===== config.mk =====
export PLATFORM = sky130hd
export DESIGN_NAME = rtc_bus_sequencer
export DESIGN_NICKNAME = d
export VERILOG_FILES = /design/src/rtl/rtc_bus_sequencer.sv
export SDC_FILE = /design/constraint.sdc
export NUM_CORES = 1
export LEC_CHECK = 0
export ABC_AREA = 1
export ABC_CLOCK_PERIOD_IN_PS = 2100
export CAP_MARGIN = 20
export CORE_ASPECT_RATIO = 0.9
export CORE_MARGIN = 1.5
export CORE_UTILIZATION = 48
export DETAILED_ROUTE_END_ITERATION = 7
export GPL_ROUTABILITY_DRIVEN = 0
export MAX_ROUTING_LAYER = met4
export PLACE_DENSITY = 0.86
export REMOVE_ABC_BUFFERS = 1
export SETUP_SLACK_MARGIN = 0.5
export SYNTH_ARGS = -nofsm -noshare
export SYNTH_HDL_FRONTEND = slang
export SYNTH_SLANG_ARGS = --single-unit

===== constraint.sdc =====
create_clock -name clk -period 2.1 [get_ports clk]
set_input_delay 0.525 -clock clk [delete_from_list [all_inputs] [get_ports clk]]
set_output_delay 0.525 -clock clk [all_outputs]
set_load 0.01 [all_outputs]

===== src/rtl/rtc_bus_sequencer.sv =====
// rtc_bus_sequencer: timed chip-select / strobe sequencer for an RTC with a
// multiplexed address/data bus. Each command runs an address phase then a data
// phase, each split into setup, strobe and hold, followed by a one-cycle DONE.
// Optional build macro RTC_SEQ_QUEUE_EN adds a one-entry command buffer so a
// command issued while busy starts straight after DONE.
module rtc_bus_sequencer #(
  parameter int DW   = 8,
  parameter int CW   = 8,
  parameter int T_SU = 10,
  parameter int T_PW = 20,
  parameter int T_HD = 10
) (
  input  logic          clk,
  input  logic          reset,
  input  logic          start,
  input  logic          cmd_write,
  input  logic [DW-1:0] cmd_addr,
  input  logic [DW-1:0] cmd_data,
  input  logic [DW-1:0] bus_in,
  output logic          cs_n,
  output logic          wr_n,
  output logic          rd_n,
  output logic          ad,
  output logic [DW-1:0] bus_out,
  output logic          bus_oe,
  output logic [DW-1:0] rd_data,
  output logic          rd_valid,
  output logic          busy,
  output logic          done,
  output logic          cmd_ready
);

  typedef enum logic [2:0] {
    IDLE, A_SU, A_STB, A_HD, D_SU, D_STB, D_HD, DONE
  } state_t;

  localparam logic [CW-1:0] SU_LAST = CW'(T_SU - 1);
  localparam logic [CW-1:0] PW_LAST = CW'(T_PW - 1);
  localparam logic [CW-1:0] HD_LAST = CW'(T_HD - 1);

  state_t        state_q, state_d;
  logic [CW-1:0] timer_q, timer_d;
  logic          cmd_write_q, cmd_write_d;
  logic [DW-1:0] cmd_addr_q, cmd_addr_d;
  logic [DW-1:0] cmd_data_q, cmd_data_d;
  logic [DW-1:0] rd_data_q, rd_data_d;
  logic [CW-1:0] phase_last;
  logic          phase_end;

`ifdef RTC_SEQ_QUEUE_EN
  logic          buf_full_q, buf_full_d;
  logic          buf_write_q, buf_write_d;
  logic [DW-1:0] buf_addr_q, buf_addr_d;
  logic [DW-1:0] buf_data_q, buf_data_d;

  // The entry is released during DONE, so a new command may land in it there.
  assign cmd_ready = !buf_full_q || (state_q == DONE);
`else
  assign cmd_ready = (state_q == IDLE);
`endif

  assign rd_data = rd_data_q;

  // Select the terminal timer value for the current phase.
  always_comb begin
    phase_last = '0;
    unique case (state_q)
      A_SU, D_SU:   phase_last = SU_LAST;
      A_STB, D_STB: phase_last = PW_LAST;
      A_HD, D_HD:   phase_last = HD_LAST;
      default:      phase_last = '0;
    endcase
  end

  assign phase_end = (timer_q == phase_last);

  // Next-state, command latch, read capture and phase timer reload.
  always_comb begin
    state_d     = state_q;
    timer_d     = timer_q + CW'(1);
    cmd_write_d = cmd_write_q;
    cmd_addr_d  = cmd_addr_q;
    cmd_data_d  = cmd_data_q;
    rd_data_d   = rd_data_q;
`ifdef RTC_SEQ_QUEUE_EN
    buf_full_d  = buf_full_q;
    buf_write_d = buf_write_q;
    buf_addr_d  = buf_addr_q;
    buf_data_d  = buf_data_q;
`endif
    unique case (state_q)
      IDLE: begin
        if (start) begin
          cmd_write_d = cmd_write;
          cmd_addr_d  = cmd_addr;
          cmd_data_d  = cmd_data;
          state_d     = A_SU;
        end
      end
      A_SU:  if (phase_end) state_d = A_STB;
      A_STB: if (phase_end) state_d = A_HD;
      A_HD:  if (phase_end) state_d = D_SU;
      D_SU:  if (phase_end) state_d = D_STB;
      D_STB: begin
        if (phase_end) begin
          state_d = D_HD;
          if (!cmd_write_q) rd_data_d = bus_in;
        end
      end
      D_HD:  if (phase_end) state_d = DONE;
      DONE: begin
        state_d = IDLE;
`ifdef RTC_SEQ_QUEUE_EN
        if (buf_full_q) begin
          cmd_write_d = buf_write_q;
          cmd_addr_d  = buf_addr_q;
          cmd_data_d  = buf_data_q;
          buf_full_d  = 1'b0;
          state_d     = A_SU;
          if (start) begin
            buf_write_d = cmd_write;
            buf_addr_d  = cmd_addr;
            buf_data_d  = cmd_data;
            buf_full_d  = 1'b1;
          end
        end else if (start) begin
          cmd_write_d = cmd_write;
          cmd_addr_d  = cmd_addr;
          cmd_data_d  = cmd_data;
          state_d     = A_SU;
        end
`endif
      end
      default: state_d = IDLE;
    endcase
`ifdef RTC_SEQ_QUEUE_EN
    if (start && !buf_full_q && state_q != IDLE && state_q != DONE) begin
      buf_write_d = cmd_write;
      buf_addr_d  = cmd_addr;
      buf_data_d  = cmd_data;
      buf_full_d  = 1'b1;
    end
`endif
    if (state_d != state_q || state_q == IDLE) timer_d = '0;
  end

  // Bus pin values decoded from the current phase and latched command.
  always_comb begin
    cs_n     = 1'b1;
    wr_n     = 1'b1;
    rd_n     = 1'b1;
    ad       = 1'b1;
    bus_out  = '0;
    bus_oe   = 1'b0;
    busy     = 1'b1;
    done     = 1'b0;
    rd_valid = 1'b0;
    unique case (state_q)
      IDLE: busy = 1'b0;
      A_SU, A_HD: begin
        ad      = 1'b0;
        bus_out = cmd_addr_q;
        bus_oe  = 1'b1;
      end
      A_STB: begin
        ad      = 1'b0;
        cs_n    = 1'b0;
        wr_n    = 1'b0;
        bus_out = cmd_addr_q;
        bus_oe  = 1'b1;
      end
      D_SU, D_HD: begin
        if (cmd_write_q) begin
          bus_out = cmd_data_q;
          bus_oe  = 1'b1;
        end
      end
      D_STB: begin
        cs_n = 1'b0;
        if (cmd_write_q) begin
          wr_n    = 1'b0;
          bus_out = cmd_data_q;
          bus_oe  = 1'b1;
        end else begin
          rd_n = 1'b0;
        end
      end
      DONE: begin
        done     = 1'b1;
        rd_valid = !cmd_write_q;
      end
      default: busy = 1'b0;
    endcase
  end

  // State, timer, command and capture registers with asynchronous reset.
  always_ff @(posedge clk or posedge reset) begin
    if (reset) begin
      state_q     <= IDLE;
      timer_q     <= '0;
      cmd_write_q <= 1'b0;
      cmd_addr_q  <= '0;
      cmd_data_q  <= '0;
      rd_data_q   <= '0;
`ifdef RTC_SEQ_QUEUE_EN
      buf_full_q  <= 1'b0;
      buf_write_q <= 1'b0;
      buf_addr_q  <= '0;
      buf_data_q  <= '0;
`endif
    end else begin
      state_q     <= state_d;
      timer_q     <= timer_d;
      cmd_write_q <= cmd_write_d;
      cmd_addr_q  <= cmd_addr_d;
      cmd_data_q  <= cmd_data_d;
      rd_data_q   <= rd_data_d;
`ifdef RTC_SEQ_QUEUE_EN
      buf_full_q  <= buf_full_d;
      buf_write_q <= buf_write_d;
      buf_addr_q  <= buf_addr_d;
      buf_data_q  <= buf_data_d;
`endif
    end
  end

endmodule


Yosys cells after proc, flatten, opt, wreduce, memory -nomap -nowiden:

Index checks and enable logic that the tools add are counted.

* $add $sub $neg: 1
* multipliers: 0
* divide/modulo/power cells: 0
* order comparisons: 0
* equal/unequal tests: 9
* shifts and indexed selects: 0
* multiplexer cells: 22
* bitwise operators: 1
* reductions and logical operators: 9

Operator list (number)
* $pmux W3 S8: 1
* $mux W3: 7
* $mux W8: 2
* $pmux W8 S2: 1
* $eq A3 B3 Y1 const B: 4
* $pmux W5 S2: 1
* $add A8 B1 Y8 const B: 1
* $eq A8 B8 Y1: 1
* $mux W1: 8
* $eq A3 B2 Y1 const B: 2
* $reduce_or A3 Y1: 2
* $pmux W1 S2: 2
* $reduce_or A4 Y1: 1
* $eq A3 B1 Y1 const B: 1
* $logic_not A3 Y1: 1
* $ne A3 B3 Y1: 1
* $reduce_and A3 Y1: 1
* $reduce_and A2 Y1: 1
* $reduce_or A2 Y1: 1
* $logic_not A1 Y1: 1
* $logic_or A1 B1 Y1: 1
* $not A1 Y1: 1

* register bits after elaboration: 36
* latch bits: 0
* RAM bits: 0
* bits in read-only memories: 0
* bits of input ports: 28
* output and inout port bits: 25
* logic and storage cells: 48
* memories: 0

Logic depth before layout (Yosys ltp):

* depth in word-level cells: 9
* depth in mapped cells: 12
* gate-level depth less buffers: 11

Worst setup path after synthesis:

OpenSTA, ideal clock, no wires.

* path kind: reg2out
* from: register state_q[1]
* to: output wr_n
* data arrival time: 1.256 ns
* slack: 0.319 ns
* stages on the path, launching flop included: 7
* cell sequence: dfrtp_1 buf_6 inv_4 nand3_2 or2_2 buf_2 nand2_1

* cells in the longest elaborated chain, start to end: 2
* elaborated cells on any way between the ends: 3

Ends and longest elaborated chain
* start: declaration: RTL line 41 `state_t state_q, state_d;`
* start signal: assignment: RTL line 212 `state_q <= state_d;`
* $eq A3 B3 Y1 / $eq A3 B2 Y1 (equally long branches): RTL line 158 `unique case (state_q)`
* $pmux W1 S2 (*): RTL line 158
* end: declaration: RTL line 21 `output logic wr_n,`

Every way passes the cells marked *; elsewhere a longest branch is shown, timed or not.

Worst setup path in the final report:

* from: register state_q[0]
* to: output bus_out[5]

* cells in the longest elaborated chain, start to end: 3
* elaborated cells on any way between the ends: 9

Ends and longest elaborated chain
* $eq A3 B3 Y1 (tied with other cells): RTL line 158
* $reduce_or A3 Y1 (no line)
* $pmux W8 S2 (*): RTL line 158
* end: declaration: RTL line 24 `output logic [DW-1:0] bus_out,`

Marks and branches as above.

==> summary.txt <==
Outcome = completed
Max VDD drop = 0.000892 V
Yosys warnings = 0
CP max stage delay = 0.45 ns
DR DRC count = 0
Worst slew pin tran = 0.480 ns
Startpoint Class = register
Setup repair after global routing missed its margin = true
Switching Share = 44.0%
Worst-path clk slew = 0.07 ns
Layout area overhead = 65.9%
Antenna cells = 0
Vias in the first global route = 2,001
Post-DR wirelength/cell = 19.5 um
RR Endpoint = rd_data[3]$_DFFE_PP0P_
Commonest non-fill, non-tap cell in the layout = dfrtp_1
Syn_area_per_cell = 8.91 um^2
Leakage = 1.39 nW
Drt pass-1 iters = 4
Fin crit period = 2.03 ns
Seq cells post-synth = 36
Most frequent cells in the layout = dfrtp_1, nand2_1, buf_6, clkdlybuf4s50_1, buf_4
Tot GR Track Use = 29.1%
Crit path max fanout = 5
CTS Sinks = 36
Cell variety after synth = 36
Leading area contributor after synthesis = dfrtp_1
CTS Root Cell = clkbuf_8
Total number of vias = 2,021
Global route total overflow = 0
Vias per Instance = 5.65
Sequential fraction of the synthesis area = 47.5%
Placed insts = 315
Die H = 62.7 um
Cell mode on critical path = buf_6
Initial Util = 50.5%
CORE AREA = 3760 um^2
Setup Crit Path Kind = register to output port
WP data required = 1.57 ns
Combinational power share = 63.8%
Fin. Hold Viols = 0
Initial antenna violation count = 0
TritonCTS buffer count = 5
Internal power = 2.78 mW
First-pass GRT wire length = 9540 um
Post-synth top area share = 47.5%
Detailed Route WL = 6980 um
Sw Pwr = 2.18 mW
Clk_lat worst skew = 0.30 ns
Fin nets = 340
CTS hold repair buffers = 0
Synth Cell Area = 1900 um^2
Power Density = 1580 nW/um^2
Slew Limit Fails = 0
Slew Limit Headroom = 68.0%
H-tree levels = 2
Final worst path period share = 96.9%
Crit end category = output port
Reg2reg path depth = 11
F_max = 492 MHz
DP HPWL = 2900 um
TritonCTS clock tree = yes
Reg2Reg Setup Slack = 0.10 ns
HP Start = rd_data[7]$_DFFE_PP0P_
Final ANT Viol Nets = 0
Top cells by area, synth = dfrtp_1, nand2_1, inv_1
Reg-to-Reg Start = state_q[0]$_DFF_PP0_
Hold WC Path Type = register to register
# rows = 21
Port bufs = 52
Chip width = 69.3 um
1st-iter DRT viols = 209
Crit path DAT = 1.51 ns
MaxCap Viol Count = 0
Die Area = 4340 um^2
Pin count of the biggest net entering global routing = 37
Post-synthesis cell count = 213
Fillers = 213
Slowest CP cell = dfrtp_2
Clock Tree Buf Depth = 2
Fraction of layout cells with a size suffix above 1 = 43.6%
IO Count = 53
Final setup violating endpoints = 0
Worst Hold End = rd_data[7]$_DFFE_PP0P_
Post-Layout Cell Count = 358
Register share of total power = 23.8%
CP Cell Sequence = buf_6 > o21ai_4 > buf_6 > o22ai_1 > buf_2
Layout Skew = 0.00558 ns
Multi-input logic area = 1060 um^2
Part of the power in the clock network = 12.5%
TNS Setup = 0 ns
Hold depth = 2
Register area = 905 um^2
Final Core Density = 83.8%
[flip-flops by register name, summed over array words and instances, names as in the netlist]
register and flops:
timer_q 8, cmd_data_q 8, state_q 3, cmd_addr_q 8, rd_data 8, cmd_write_q 1
[metrics by stage]
step / hold WS (ns) / cell area [um^2] / power, mW / setup WS, ns
detailed placement: 0.474 / 2510 / 3.17 / 0.0486
global route: 0.525 / 3150 / 5.16 / 0.0376
CTS: 0.485 / 2940 / 4.26 / 0.150
finish: 0.488 / 3150 / 4.97 / 0.0659
floorplan: 0.465 / 1830 / 2.27 / 0.287
global placement: 0.463 / 2510 / 3.13 / 0.0816
[per-layer routing]
| layer | routed length [um] | track usage, % | vias up |
|---|---|---|---|
| met3 | 462 | 7.74 | 45 |
| met5 | 0 | - | - |
| met1 | 2610 | 32.5 | 976 |
| met2 | 3510 | 49.9 | 113 |
| met4 | 399 | 11.3 | 0 |
| li1 | - | - | 887 |
[layout make-up]
class,instances,share of cell area (%)
Multi-Input combinational cell,142,33.5
Timing Repair Buffer,99,28.9
Sequential cell,36,28.7
Inverter,27,3.62
Clock buffer,6,2.31
Tap cell,46,1.83
Clock inverter,2,1.11
[synthesized netlist by cell type, drive strengths merged]
cell,number
inv,27
ha,1
dfrtp,36
nor3,2
xor2,2
nor2,26
o21ai,12
xnor2,1
o22ai,8
and2,1
nand2,49
nand3,11
buf,8
mux2,8
nand4,5
or2,1
clkbuf,1
a21oi,12
o31ai,1
and3,1
[kinds of logic (layout without fill, tap and decap cells)]
group | count (synthesis) | count (layout) | share of synthesized area [%]
buf+inv | 36 | 134 | 9.43
compound gates | 33 | 33 | 9.76
fa+ha+maj | 1 | 1 | 0.659
mux | 8 | 8 | 4.75
xor+xnor | 3 | 3 | 1.38
flops | 36 | 36 | 47.5
simple gates | 96 | 97 | 26.6
[timing repair]
action | 4_1_cts | 5_1_grt
buffers inserted | 24 | 9
cloned | 1 | 1
gates resized for setup | 132 | 30
endpoints found under the setup margin | 55 | 47
pin swaps | 30 | 25
[critical path: cells and delay by family, from the launching register on]
kind	cells	cell delay, ns
flip-flops	1	0.45
AO/OA/AOI/OAI	2	0.30
buffers and inverters	3	0.47
[power by group through the flow]
stage / clock, mW / sequential (mW) / combinational (mW)
after floorplan: 0 / 1.19 / 1.07
after global placement: 0 / 1.14 / 1.98
after detailed placement: 0 / 1.16 / 2.02
after CTS: 0.608 / 1.15 / 2.50
after global routing: 0.648 / 1.20 / 3.31
final: 0.618 / 1.18 / 3.17
[how the worst max path moves through the flow]
stage	slack [ns]	depth (start not counted)	endpoint	startpoint
after floorplan	0.29	8	timer_q[2]$_DFF_PP0_	state_q[0]$_DFF_PP0_
after global placement	0.08	4	wr_n	state_q[0]$_DFF_PP0_
after detailed placement	0.05	5	bus_out[3]	state_q[1]$_DFF_PP0_
after CTS	0.15	5	bus_out[3]	state_q[0]$_DFF_PP0_
after global routing	0.04	11	rd_data[1]$_DFFE_PP0P_	state_q[0]$_DFF_PP0_
final	0.07	5	bus_out[5]	state_q[0]$_DFF_PP0_
Note: power is estimated with default switching activity, not from simulation.
